`src/rtl/irda_mir_oversample_decoder.sv`:
```
// irda_mir_oversample_decoder
// ---------------------------------------------------------------------------
// MIR bit-slot decoder with configurable oversampling. The receive sample is
// taken SAMPLES_PER_BIT times per slot and the high samples are counted. A
// slot whose count reaches THRESH carries an IR pulse and decodes to 0. A slot
// below THRESH decodes to 1. A late pulse leading edge closes the current slot
// early, so the slot phase follows the transmitter clock.
//
// Optional build macro: IRDA_MIR_RX_SYNC_EN
//   defined   - rx_i passes through a two-flop synchroniser before decoding.
//               This adds 2 clk of latency.
//   undefined - rx_i is used directly and must already be synchronous to clk.
// ---------------------------------------------------------------------------
module irda_mir_oversample_decoder #(
  parameter int SAMPLES_PER_BIT = 4,
  parameter int THRESH          = 1
) (
  input  logic clk,
  input  logic wb_rst_i,
  input  logic fast_enable,
  input  logic mir_mode,
  input  logic tx_select,
  input  logic rx_i,
  output logic mir_dec_o,
  output logic mir_dec_valid_o,
  output logic mir_resync_o
);

  // Slot counter and high-sample accumulator share one width. The
  // accumulator never exceeds SAMPLES_PER_BIT, so it needs no saturation.
  localparam int CW   = $clog2(SAMPLES_PER_BIT + 1);
  localparam int HALF = SAMPLES_PER_BIT / 2;

  localparam logic [CW-1:0] LAST_C   = CW'(SAMPLES_PER_BIT - 1);
  localparam logic [CW-1:0] HALF_C   = CW'(HALF);
  localparam logic [CW-1:0] THRESH_C = CW'(THRESH);
  localparam logic [CW-1:0] ONE_C    = CW'(1);

  logic          en;
  logic          rx_s;
  logic          rx_d;
  logic          rise;
  logic [CW-1:0] cnt;
  logic [CW-1:0] hcnt;
  logic [CW-1:0] tot;
  logic          in_window;
  logic          do_resync;
  logic          do_slot_end;

  // The receiver runs only when MIR is selected, the fast path is enabled,
  // and this station is not transmitting.
  assign en = mir_mode & ~tx_select & fast_enable;

`ifdef IRDA_MIR_RX_SYNC_EN
  logic rx_meta;
  logic rx_sync;

  // Two-flop synchroniser for an asynchronous pin. It runs regardless of en,
  // so the pipe already holds current data when the receiver is enabled.
  always_ff @(posedge clk) begin
    if (wb_rst_i) begin
      rx_meta <= 1'b0;
      rx_sync <= 1'b0;
    end else begin
      rx_meta <= rx_i;
      rx_sync <= rx_meta;
    end
  end

  assign rx_s = rx_sync;
`else
  assign rx_s = rx_i;
`endif

  // A leading edge of an IR pulse, seen as a low-to-high step between
  // consecutive enabled samples.
  assign rise = rx_s & ~rx_d;

  // Pulses must land near the start of a slot. An edge in the second half of
  // the slot, before the final sample, means this receiver is running ahead
  // of the transmitter. An edge on the final sample counts as in-phase. With
  // two samples per bit, this window contains no cnt values.
  assign in_window = (cnt >= HALF_C) && (cnt < LAST_C);

  // Slot-close decode: the resync branch has priority over the normal end.
  always_comb begin
    // NOTE: every always_comb output gets a default first, so no path can leave it unassigned and infer a latch.
    do_resync   = 1'b0;
    do_slot_end = 1'b0;
    tot         = hcnt + CW'(rx_s);
    if (rise && in_window) begin
      do_resync = 1'b1;
    end else if (cnt == LAST_C) begin
      do_slot_end = 1'b1;
    end
  end

  // Slot state machine: accumulate the samples, close the slot, and register
  // the decoded bit and the one-cycle strobes.
  always_ff @(posedge clk) begin
    // NOTE: sequential state uses non-blocking assignments only, so every register samples pre-edge values regardless of statement order.
    if (wb_rst_i) begin
      cnt             <= '0;
      hcnt            <= '0;
      rx_d            <= 1'b0;
      mir_dec_o       <= 1'b0;
      mir_dec_valid_o <= 1'b0;
      mir_resync_o    <= 1'b0;
    end else if (!en) begin
      // Discard any partial slot. The decoded bit keeps its last value.
      cnt             <= '0;
      hcnt            <= '0;
      rx_d            <= 1'b0;
      mir_dec_valid_o <= 1'b0;
      mir_resync_o    <= 1'b0;
    end else begin
      rx_d <= rx_s;
      if (do_resync) begin
        // Close the slot early and decide on the samples already taken.
        // The edge sample is the first sample of the new slot.
        mir_dec_o       <= (hcnt >= THRESH_C) ? 1'b0 : 1'b1;
        mir_dec_valid_o <= 1'b1;
        mir_resync_o    <= 1'b1;
        cnt             <= ONE_C;
        hcnt            <= ONE_C;
      end else if (do_slot_end) begin
        mir_dec_o       <= (tot >= THRESH_C) ? 1'b0 : 1'b1;
        mir_dec_valid_o <= 1'b1;
        mir_resync_o    <= 1'b0;
        cnt             <= '0;
        hcnt            <= '0;
      end else begin
        mir_dec_valid_o <= 1'b0;
        mir_resync_o    <= 1'b0;
        cnt             <= cnt + ONE_C;
        hcnt            <= tot;
      end
    end
  end

endmodule

```
`config.mk`:
```
export PLATFORM = sky130hd
export DESIGN_NAME = irda_mir_oversample_decoder
export DESIGN_NICKNAME = d
export VERILOG_FILES = /design/src/rtl/irda_mir_oversample_decoder.sv
export SDC_FILE = /design/constraint.sdc
export NUM_CORES = 1
export LEC_CHECK = 0
export BUFFER_PORTS_ARGS = -buffer_cell sky130_fd_sc_hd__buf_2
export CAP_MARGIN = 30
export CORE_AREA = 2 2 39 41
export CTS_BUF_LIST = sky130_fd_sc_hd__clkbuf_2
export CTS_CLUSTER_DIAMETER = 100
export DETAILED_ROUTE_END_ITERATION = 10
export DIE_AREA = 0 0 41 43
export SYNTH_ARGS = -nofsm -noshare
export SYNTH_HDL_FRONTEND = slang
export SYNTH_SLANG_ARGS = --single-unit
```
`constraint.sdc`:
```
create_clock -name clk -period 2.8 [get_ports clk]
set_clock_uncertainty 0.15 [all_clocks]
set_input_delay 0.56 -clock clk [delete_from_list [all_inputs] [get_ports clk]]
set_output_delay 0.56 -clock clk [all_outputs]
set_load 0.03 [all_outputs]
```
Word level (Yosys, flattened, before mapping):

Index checks and enable logic that the tools add are counted.

* output and inout bits: 3
* flip-flop bits (word level): 10
* input bits: 6
* word-level logic and storage cells: 41

* add/subtract/negate cells: 2
* equality and inequality tests: 1
* order comparisons: 4
* reduce and logical (&&, ||, !) cells: 6
* muxes and demuxes: 14
* bitwise operators: 6

Operator list (count)
* $mux W1: 14
* $ge A3 B1 Y1 const B: 2
* $reduce_or A4 Y1: 1
* $add A3 B1 Y3: 1
* $add A3 B1 Y3 const B: 1
* $and A1 B1 Y1: 3
* $eq A3 B2 Y1 const B: 1
* $ge A3 B2 Y1 const B: 1
* $lt A3 B2 Y1 const B: 1
* $not A1 Y1: 3
* $logic_and A1 B1 Y1: 2
* $reduce_and A2 Y1: 1
* $reduce_bool A2 Y1: 1
* $reduce_or A2 Y1: 1

Depth between registers and ports, before layout:

* depth after elaboration: 6
* depth in mapped cells: 7
* mapped depth without buffers: 7

Worst setup path after synthesis:

Ideal clock, no wire load.

* path type: input-to-reg
* from: input port rx_i
* to: register mir_dec_o
* required time: 2.528 ns
* arrival time: 1.524 ns
* setup slack: 1.004 ns
* setup time: 0.122 ns
* buffers on the path: 0
* stages on the path: 6
* cell sequence: ha_1 ha_1 xnor2_1 and3_2 nor4_2 nor3_2

* word-level cells in the longest chain between the ends: 5
* elaborated cells between the ends (all ways): 11
* classes of those cells: add/sub (1); order compare (1); mux (5); bitwise (1); reduce/logical (3)

RTL lines
* from (decl): line 23 `input logic rx_i,`
* $add A3 B1 Y3 or $and A1 B1 Y1 (tied branches): line 90, 77
* $ge A3 B1 Y1 or $logic_and A1 B1 Y1 (tied branches): line 127, 91
* $mux W1 (on tied branches): line 127, 91
* $mux W1 or $reduce_bool A2 Y1 (tied branches)
* $mux W1 or $reduce_and A2 Y1 (tied branches)
* to (signal assigned): line 121 `mir_dec_o <= (hcnt >= THRESH_C) ? 1'b0 : 1'b1;`
* to (signal assigned): line 127 `mir_dec_o <= (tot >= THRESH_C) ? 1'b0 : 1'b1;`
* to (decl): line 24 `output logic mir_dec_o,`

Parallel ways exist; a longest one is shown, timed or not. The select of a mux whose other input is x is not followed.
A chain may end at the register's enable or synchronous reset.

Worst setup path in the final report:

* from: register cnt[0]
* to: register mir_dec_o

* word-level cells in the longest chain between the ends: 6
* elaborated cells between the ends (all ways): 11
* classes of those cells: order compare (2); eq/ne (1); mux (4); reduce/logical (4)

RTL lines
* from (decl): line 43 `logic [CW-1:0] cnt;`
* from (signal assigned): line 135 `cnt <= cnt + ONE_C;`
* $ge A3 B2 Y1 or $lt A3 B2 Y1 (tied branches): line 83 `assign in_window = (cnt >= HALF_C) && (cnt < LAST_C);`
* $logic_and A1 B1 Y1: line 83
* $logic_and A1 B1 Y1: line 91 `if (rise && in_window) begin`
* $mux W1: line 91
* $reduce_bool A2 Y1 (no line)
* $reduce_and A2 Y1 (no line)

Parallel ways exist; a longest one is shown, timed or not.

==> impl_metrics.tcl <==
set metrics [dict create \
    status "complete, no violations" \
    drive_gt1_share_pct 39.29 \
    grt_pass1_vias 292 \
    hold_end "mir_dec_o" \
    clock_latency_ns 0.26 \
    grt_max_degree 7 \
    synth_top_area_share_pct 42.90 \
    final.fill_count 138 \
    maxCapViolations 0 \
    grt_use_total_pct 12.02 \
    min_delay_path_depth 2 \
    min_period_over_period_pct 62.10 \
    cts_buffer_depth 2 \
    postSynthAreaPerCell_um2 10.61 \
    initial_core_util_pct 33.73 \
    startpoint "cnt[0]" \
    synth.area.top_cells "dfxtp_1 43%, ha_1 13%, nor2_1 6.4%, nor2b_4 5.9%, o211ai_4 4.6%" \
    wl_um 719 \
    routabilityCongestion 0.6703 \
    io_pins 9 \
    grt_pass1_wl_um 1283 \
    power_leakage_nw 0.2461 \
    worstMarginPinSlew_ns 0.3468 \
    power.density_nw_per_um2 439.3 \
    hp-start "wb_rst_i" \
    ctsResizeCount 0 \
    synth-xor-area-share_pct 1.877 \
    async_flop_share_pct 0 \
    h-tree-depth 1 \
    synth-compound-area-share_pct 8.847 \
    post_cts_buffers 0 \
    worstSetupEndpointType "flop" \
    cts.sinks 10 \
    drc 0 \
    cp_max_fo 6 \
    yosys.area_share.simple_pct 31.37 \
    drtPass1Iterations 4 \
    wl_per_cell_um 9.986 \
    rsz0062_at_grt "no" \
    final-setup-viol-count 0 \
    antenna_found_initial 0 \
    reg2reg_depth 7 \
    sw_frac_of_total_pct 24.74 \
    startpoint_type "flop" \
    r2r-start "cnt[0]" \
    core_area_um2 1384 \
    die_area_um2 1763 \
    viasPerCell 4.542 \
    io_buffers 8 \
    synth-main-ff-cell "dfxtp_1" \
    hold_viol_final 0 \
    fin_nets 68 \
    cts-root-buf "clkbuf_2" \
    finalSetupTns_ns 0 \
    max_freq_ghz 0.5751 \
    vias 327 \
    ant_nets 0 \
    relSlewSlack_pct 76.66 \
    r2r_end "mir_dec_o" \
    critical_path_class "flop to flop" \
    antenna_cells 0 \
    path_clk_slew_ns 0.10 \
    arrival_ns 1.74 \
    r2r_slack_ns 1.06 \
    pwr-share-comb_pct 5.2 \
    synth-edff-count 0 \
    synth-adder-area-share_pct 13.40 \
    die_width_um 41 \
    ys_seq_elements 10 \
    power_mw 0.2397 \
    synth_top_family_by_area "simple AND/OR/NAND/NOR gates" \
    num_rows 14 \
    syn_area_um2 466.7 \
    cts_tree "yes" \
    synth.distinct_cells 19 \
    yosys_warnings 0 \
    gr-total-overflow 0 \
    drv_slew 0 \
    worst_ir_drop_vdd_mv 0.1611 \
    die_y_um 43 \
    syn_nets 55 \
    ctsHoldBuffers 0 \
    syn_to_final_growth_pct 16.89 \
    cts_buffers 3 \
    hold_class "input pin to flop" \
    seq_area_frac_synth_pct 42.90 \
    min_period_ns 1.739 \
    synth_top_cell_by_area "dfxtp_1" \
    seqPwrFrac_pct 60.1 \
    required_ns 2.81 \
    clkPwrFrac_pct 34.7 \
    netlist_instances 44 \
    drt_iter0_drc 8 \
    p_int_mw 0.1804 \
    dp_hpwl_um 561 \
    synthMuxAreaShare_pct 0 \
    p_switching_mw 0.05928 \
]
==> power by group through the flow <==
stage          Combinational (mW)  Clock, mW  Sequential (mW)
6_report                   0.0125     0.0832            0.144
3_3_place_gp               0.0124          0            0.147
3_5_place_dp               0.0126          0            0.147
4_1_cts                    0.0126     0.0851            0.144
2_1_floorplan             0.00680          0            0.147
5_1_grt                    0.0139     0.0937            0.144
==> kinds of logic after synthesis <==
group           after synthesis
flops                        10
simple gates                 22
compound gates                4
xor+xnor                      1
buf+inv                       2
fa+ha+maj                     5
==> routing by layer <==
layer  vias up  track usage [%]  share of wire, %
met5         -                0                 0
met4         0            14.00               5.6
met3         5            4.712               5.7
met2        10            12.19                39
met1       141            16.39                50
li1        171                -                 -
==> cell usage after synthesis, drive strengths merged, types with 2 or more instances <==
cell type / count
or2: 2
nor2b: 3
a21oi: 2
nor2: 8
nor4: 2
ha: 5
inv: 2
and3: 2
dfxtp: 10
==> area by class of cell <==
cell class	instances	area [µm²]	area share, %
clock buffers	3	15.01	2.752
clock inverters	1	3.754	0.6881
inverters	2	7.507	1.376
multi-input cells	32	259.0	47.48
flip-flops and latches	10	200.2	36.70
well taps	16	20.02	3.670
repair buffers	8	40.04	7.339
==> how the worst max path moves through the flow <==
stage                           end  slack [ns]  depth (start not counted)
after detailed placement  mir_dec_o        0.80                          7
final                     mir_dec_o        1.06                          7
after floorplan           mir_dec_o        1.00                          6
after global placement    mir_dec_o        0.81                          7
after CTS                 mir_dec_o        1.05                          7
after global routing        hcnt[2]        0.92                          7
==> critical path, cell delays in order, from the launching register on <==
cell and delay (ns):
dfxtp_1 0.42, inv_1 0.06, ha_1 0.18, nor2b_2 0.16, o211ai_4 0.22, nor2b_4 0.24, o21ba_2 0.15, nor3_2 0.03
==> flip-flops by register name, indices dropped and copies added (netlist names) <==
register	count
mir_resync_o	1
cnt	3
mir_dec_valid_o	1
hcnt	3
mir_dec_o	1
rx_d	1
==> placed cells by master (no fill, tap or decap), drive strengths merged <==
cell type  instances
clkbuf             3
nand3b             1
inv                2
nor2b              3
o211ai             1
xnor2              1
nor4               2
dfxtp             10
and3               2
o21ba              1
clkinv             1
or2                2
a21oi              2
buf                8
nand2b             1
ha                 5
nor2               8
nand2              1
and2               1
nor3               1
==> through the flow <==
| stage | setup WS (ns) | instance area (µm²) | hold WS (ns) | instances | util [%] |
|---|---|---|---|---|---|
| finish | 1.061 | 545.5 | 0.3267 | 72 | 39.42 |
| global route | 0.9236 | 545.5 | 0.3067 | 72 | 39.42 |
| CTS | 1.049 | 545.5 | 0.3225 | 72 | 39.42 |
| detailed placement | 0.7963 | 526.8 | 0.3752 | 68 | 38.07 |
| global placement | 0.8099 | 526.8 | 0.3925 | 68 | 38.07 |
| floorplan | 1.004 | 466.7 | 0.3382 | 44 | - |
Note: power is estimated with default switching activity, not from simulation.
